$ cat src/rtl/rx_word_aligner_pkg.sv
// Shared SerDes definitions used by the receive word aligner.
//   DEF_PWIDTH       : default parallel word width of the SIPO datapath
//   DEF_SYNC_PATTERN : default alignment word inserted by the transmitter
//   align_state_e    : aligner FSM state encoding
package simple_serdes_pkg;

    localparam int          DEF_PWIDTH       = 20;
    localparam logic [19:0] DEF_SYNC_PATTERN = 20'h5F0A3;

    typedef enum logic [1:0] {
        HUNT   = 2'd0,
        VERIFY = 2'd1,
        LOCKED = 2'd2
    } align_state_e;

endpackage

$ cat src/rtl/rx_word_aligner_search.sv
// Combinational sync search over a two-word window.
//   win_i      : {current word, previous word}, bit 0 earliest
//   hit        : sync pattern found at some offset 0..PWIDTH-1
//   hit_offset : lowest offset at which it was found (0 when no hit)
module rx_align_search #(
    parameter int                PWIDTH       = simple_serdes_pkg::DEF_PWIDTH,
    parameter logic [PWIDTH-1:0] SYNC_PATTERN = PWIDTH'(simple_serdes_pkg::DEF_SYNC_PATTERN),
    parameter int                OW           = $clog2(PWIDTH)
) (
    input  logic [2*PWIDTH-1:0] win_i,
    output logic                hit,
    output logic [OW-1:0]       hit_offset
);

    logic [PWIDTH-1:0] match;

    for (genvar k = 0; k < PWIDTH; k++) begin : g_cmp
        assign match[k] = (win_i[k +: PWIDTH] == SYNC_PATTERN);
    end

    // Scan from the top down so the lowest matching offset is the one left standing.
    always_comb begin
        hit        = |match;
        hit_offset = '0;
        for (int k = PWIDTH - 1; k >= 0; k--) begin
            if (match[k]) hit_offset = OW'(k);
        end
    end

endmodule

$ cat src/rtl/rx_word_aligner.sv
// Receive word aligner: finds the sync word bit offset in the SIPO stream,
// verifies it LOCK_COUNT times, then re-frames every word at that offset.
//   i_clk, i_rst_n : recovered parallel clock, async active-low reset
//   i_rx_lock      : SIPO lock; low forces HUNT and suppresses matching
//   i_rx_data      : unaligned word, bit 0 earliest
//   o_data         : word at the latched offset (1-cycle latency)
//   o_valid/o_sync : payload / sync word flags (LOCKED only)
//   o_aligned      : state is LOCKED
//   o_bit_offset   : latched offset
//   o_realign_cnt  : LOCKED->HUNT transitions, saturating
module rx_word_aligner
    import simple_serdes_pkg::*;
#(
    parameter int                PWIDTH       = DEF_PWIDTH,
    parameter logic [PWIDTH-1:0] SYNC_PATTERN = PWIDTH'(DEF_SYNC_PATTERN),
    parameter int                LOCK_COUNT   = 4,
    parameter int                MAX_GAP      = 64
) (
    input  logic                      i_clk,
    input  logic                      i_rst_n,
    input  logic                      i_rx_lock,
    input  logic [PWIDTH-1:0]         i_rx_data,
    output logic [PWIDTH-1:0]         o_data,
    output logic                      o_valid,
    output logic                      o_sync,
    output logic                      o_aligned,
    output logic [$clog2(PWIDTH)-1:0] o_bit_offset,
    output logic [7:0]                o_realign_cnt
);

    localparam int OW = $clog2(PWIDTH);
    localparam int VW = $clog2(LOCK_COUNT + 1);
    localparam int GW = $clog2(MAX_GAP + 1);

    align_state_e       state_q;
    logic [PWIDTH-1:0]  prev_q;
    logic [PWIDTH-1:0]  data_q;
    logic               valid_q;
    logic               sync_q;
    logic               aligned_q;
    logic [OW-1:0]      offset_q;
    logic [7:0]         realign_q;
    logic [7:0]         realign_d;
    logic [VW-1:0]      vcnt_q;
    logic [GW-1:0]      gap_q;

    logic [2*PWIDTH-1:0] win;
    logic [PWIDTH-1:0]   cand_sel;
    logic                sync_at_off;
    logic                hit;
    logic [OW-1:0]       hit_offset;

    assign win         = {i_rx_data, prev_q};
    assign cand_sel    = win[offset_q +: PWIDTH];
    assign sync_at_off = (cand_sel == SYNC_PATTERN);
    assign realign_d   = (realign_q == 8'hFF) ? realign_q : realign_q + 8'd1;

    rx_align_search #(
        .PWIDTH       (PWIDTH),
        .SYNC_PATTERN (SYNC_PATTERN),
        .OW           (OW)
    ) u_search (
        .win_i      (win),
        .hit        (hit),
        .hit_offset (hit_offset)
    );

    always_ff @(posedge i_clk or negedge i_rst_n) begin
        if (!i_rst_n) begin
            state_q   <= HUNT;
            prev_q    <= '0;
            data_q    <= '0;
            valid_q   <= 1'b0;
            sync_q    <= 1'b0;
            aligned_q <= 1'b0;
            offset_q  <= '0;
            realign_q <= '0;
            vcnt_q    <= '0;
            gap_q     <= '0;
        end else begin
            prev_q  <= i_rx_data;
            // The word at the latched offset is forwarded in every state; only the flags gate it.
            data_q  <= cand_sel;
            valid_q <= 1'b0;
            sync_q  <= 1'b0;
            if (!i_rx_lock) begin
                // Lost SIPO lock overrides any match or gap expiry this cycle.
                if (state_q == LOCKED) realign_q <= realign_d;
                state_q   <= HUNT;
                aligned_q <= 1'b0;
                vcnt_q    <= '0;
                gap_q     <= '0;
            end else begin
                unique case (state_q)
                    HUNT: begin
                        if (hit) begin
                            offset_q <= hit_offset;
                            vcnt_q   <= VW'(1);
                            gap_q    <= '0;
                            if (LOCK_COUNT == 1) begin
                                state_q   <= LOCKED;
                                aligned_q <= 1'b1;
                            end else begin
                                state_q <= VERIFY;
                            end
                        end
                    end
                    VERIFY: begin
                        if (sync_at_off) begin
                            vcnt_q <= vcnt_q + VW'(1);
                            if (vcnt_q == VW'(LOCK_COUNT - 1)) begin
                                state_q   <= LOCKED;
                                aligned_q <= 1'b1;
                                gap_q     <= '0;
                            end
                        end else begin
                            state_q <= HUNT;
                            vcnt_q  <= '0;
                        end
                    end
                    LOCKED: begin
                        if (sync_at_off) begin
                            sync_q <= 1'b1;
                            gap_q  <= '0;
                        end else if (gap_q == GW'(MAX_GAP - 1)) begin
                            // Too long without a sync word: drop the word and re-hunt.
                            state_q   <= HUNT;
                            aligned_q <= 1'b0;
                            vcnt_q    <= '0;
                            gap_q     <= '0;
                            realign_q <= realign_d;
                        end else begin
                            valid_q <= 1'b1;
                            gap_q   <= gap_q + GW'(1);
                        end
                    end
                    default: begin
                        state_q   <= HUNT;
                        aligned_q <= 1'b0;
                        vcnt_q    <= '0;
                        gap_q     <= '0;
                    end
                endcase
            end
        end
    end

    assign o_data        = data_q;
    assign o_valid       = valid_q;
    assign o_sync        = sync_q;
    assign o_aligned     = aligned_q;
    assign o_bit_offset  = offset_q;
    assign o_realign_cnt = realign_q;

endmodule

$ cat config.mk
export PLATFORM = sky130hd
export DESIGN_NAME = rx_word_aligner
export DESIGN_NICKNAME = d
export VERILOG_FILES = /design/src/rtl/rx_word_aligner_pkg.sv /design/src/rtl/rx_word_aligner_search.sv /design/src/rtl/rx_word_aligner.sv
export SDC_FILE = /design/constraint.sdc
export NUM_CORES = 1
export LEC_CHECK = 0
export BUFFER_PORTS_ARGS = -buffer_cell sky130_fd_sc_hd__buf_2
export CORE_AREA = 2 2 119 121
export DETAILED_ROUTE_END_ITERATION = 10
export DIE_AREA = 0 0 121 123
export PLACE_DENSITY = 0.71
export SETUP_SLACK_MARGIN = 0.3
export SYNTH_ARGS = -nofsm -noshare
export SYNTH_HDL_FRONTEND = slang
export SYNTH_SLANG_ARGS = --single-unit
$ cat constraint.sdc
create_clock -name i_clk -period 4.1 [get_ports i_clk]
set_clock_uncertainty 0.15 [all_clocks]
set_input_delay 0 -clock i_clk [delete_from_list [all_inputs] [get_ports i_clk]]
set_output_delay 0 -clock i_clk [all_outputs]
set_load 0.02 [all_outputs]
==> metrics.md <==
| Metric | Value |
|---|---|
| Outcome | `completed` |
| Clock root cell | `clkbuf_16` |
| Register area share after synthesis | `0.2831` |
| IO Count | `59` |
| Clock sink count | `68` |
| Die height | `123 µm` |
| Port Buffer Count | `just under 60` |
| Asr flop ratio synth | `1.000` |
| RSZ-0062 raised after global routing | `no` |
| Clock transition at path regs | `0.06 ns` |
| Grt ovf | `0` |
| Cells along the critical path | `mux2_2 > a222oi_1 > o31ai_1 > nor3_2 > nand4_1 > nor3_2 > nand2_2 > or3_1 > a221oi_2` |
| Post-placement cell area | `around 6400 µm²` |
| Fin crit share | `0.8973` |
| EDFF count, synth | `0` |
| Post-Synth Simple-Gate Area | `0.2502` |
| Synth Warn # | `0` |
| Max-cap viol count | `0` |
| Initial DRT Pass Iterations | `5` |
| FILL cells | `1,199` |
| Commonest cells after routing, fill and taps aside | `63 x dfrtp_1, 58 x buf_2, 42 x mux2i_1, 42 x mux4_2, 39 x nand2_1` |
| Worst hold-check path type | `in -> async` |
| Area Growth Syn to Fin | `19.03%` |
| Design Area, Final | `a little over 7000 µm²` |
| Initial antenna violation count | `0` |
| CTS Buf Count | `9` |
| Nets@finish | `707` |
| CTS Buffer Depth | `2` |
| CTS H-tree depth | `3` |
| Syn Nets | `636` |
| Slowest-stage cell, CP | `dfrtp_1` |
| Antenna-violating nets left | `0` |
| Core area | `around 14,000 µm²` |
| Peak Freq | `~270 MHz` |
| Slew Limit Headroom | `0.4211` |
| Commonest non-fill, non-tap cell in the layout | `dfrtp_1` |
| First-pass GRT wire length | `32,070 µm` |
| Count of different cell masters after synthesis | `74` |
| Post-DR wirelength/cell | `between 20 and 25 µm` |
| Avg Synthesized Cell Area | `slightly below 10 µm²` |
| # DRC | `0` |
| Vias in the first global route | `roughly 5,600` |
| Vias post-DR | `5,877` |
| CP Launch Type | `flip-flop` |
| Top_reg_cell synth | `dfrtp_1` |
| Cells after synthesis | `a little over 600` |
| Synthesized area | `about 6000 µm²` |
| Slew @ Worst Pin | `slightly below 0.9 ns` |
| Final-report hold violation count | `0` |
| Clock latency on the worst-skew pair | `approximately 0.35 ns` |
| Std cell rows | `between 40 and 50` |
| Slowest stage delay, CP | `around 0.65 ns` |
| Vias/cell | `between 6 and 7` |
| Die Wd | `121 µm` |
| Final worst path period need | `between 3 and 4 ns` |
| Max Fanout on Critical Path | `18` |
| Crit path max-delay family | `simple AND/OR/NAND/NOR gates` |
| Layout cells sized above 1 | `0.2719` |
| CTS tree | `built` |
| Pleak | `0.002830 µW` |
| Largest net degree at the start of global routing | `53` |
| RePlAce Congestion | `about 1` |
| Worst EP arrival | `about 3.8 ns` |
| TNS Setup | `0 ns` |
| Synth Area in Compound Gates | `0.1226` |
| Post-synthesis mux area share | `0.2629` |
| WP data required | `roughly 4.2 ns` |
| Pwr dens | `around 300 nW/µm²` |
| Antenna diodes | `0` |
| Number of synthesized register bits | `68` |
| Max IR drop VDD | `243.8 µV` |
| Synthesized-area fraction occupied by adder cells | `0.008326` |
| Gr usage total | `0.2838` |
| XOR/XNOR share of the synthesized area | `0.01020` |
| # setup viols final | `0` |
| HPWL Detailed | `14,480 µm` |
| Max-slew violation count | `0` |
| Total die area | `~15,000 µm²` |
| Initial core utilization | `0.4416` |
| Critical Path End Type | `flip-flop` |
| Main combinational cell family by area after synthesis | `multiplexers` |
| CP Class | `reg -> reg` |
| WP buf/inv | `0` |
| Most used cell, CP | `nor3_2` |
| Final WL | `20,750 µm` |
| DRT iter0 DRCs | `just over 800` |
## final timing paths
check,from,endpoint,slack [ns],depth (start not counted)
max,prev_q[18],vcnt_q[0],0.42,9
min,i_rst_n,o_data[18],0.16,2
max reg2reg,prev_q[18],vcnt_q[0],0.42,9
min reg2reg,o_realign_cnt[5],o_realign_cnt[5],0.36,1
max in group asynchronous,i_rst_n,o_bit_offset[0],2.65,3
min in group i_clk,i_rx_data[19],prev_q[19],0.24,2
## through the flow
step | hold WS, ns | cells | setup WS, ns | util | total power (µW)
detailed placement | 0.002454 | 817 | 0.3078 | 0.4735 | 1256
global route | 0.2563 | 864 | 0.3172 | 0.5256 | 2260
finish | 0.1638 | 864 | 0.4210 | 0.5256 | 2184
CTS | 0.1775 | 854 | 0.3320 | 0.5153 | 2181
floorplan | -0.4456 | 609 | 0.6558 | - | 1061
global placement | -0.008171 | 817 | 0.3758 | 0.4735 | 1254
## repair_timing
action	in CTS	in global routing
resized for setup	1	12
endpoints found under the hold margin	58	0
setup endpoints to repair	2	12
hold buffers	22	0
pin swaps	0	2
buffers inserted	0	9
gates cloned	0	1
## Yosys cell counts (14+ instances only)
library cell  instances  area share
mux2_2               17       0.032
o21ai_0              17       0.014
nor3_1               27       0.022
nand2_1              39       0.024
nor2_1               37       0.023
mux4_2               42        0.16
mux2i_1              42       0.070
nand4_1              19       0.020
dfrtp_1              68        0.28
nor4bb_1             23       0.038
clkbuf_1             30       0.019
inv_1                23       0.014
a22oi_1              14       0.017
a21oi_1              14       0.012
nor2b_1              23       0.024
## layer usage
metal	routed length (µm)	global-route usage	vias up
li1	-	-	2513
met5	0	0	-
met4	952	0.1250	0
met3	2225	0.05812	91
met1	7909	0.3724	2847
met2	9663	0.4558	426
## power breakdown
group	switching, µW	internal (µW)	total (µW)	leakage, µW
Sequential	47.4	716	764	0.000847
Combinational	313	199	513	0.00181
Clock	297	611	908	0.000170
## sequential cells by signal, summed over array words and instances, names as in the netlist
name / count
gap_q: 7
o_aligned: 1
o_bit_offset: 5
o_data: 20
o_realign_cnt: 8
o_sync: 1
o_valid: 1
prev_q: 20
state_q: 2
vcnt_q: 3
## kinds of logic (layout without fill, tap and decap cells)
| kind of cell | after synthesis | count (layout) |
|---|---|---|
| adders and majority gates | 4 | 4 |
| AOI/OAI and AO/OA | 103 | 103 |
| and+or+nand+nor | 248 | 248 |
| muxes | 103 | 103 |
| xor gates and xnor gates | 7 | 7 |
| buffers and inverters | 76 | 151 |
| DFF | 68 | 68 |
## layout make-up
cell class | count | area, µm² | area share
Multi-Input combinational cell | 465 | 3961 | 0.5537
Clock buffer | 10 | 239.0 | 0.03340
Sequential cell | 68 | 1710 | 0.2391
Timing Repair Buffer | 112 | 818.3 | 0.1144
Clock inverter | 5 | 107.6 | 0.01504
Inverter | 24 | 92.59 | 0.01294
Tap cell | 180 | 225.2 | 0.03148
No activity file was read; power rests on OpenSTA's default activity.
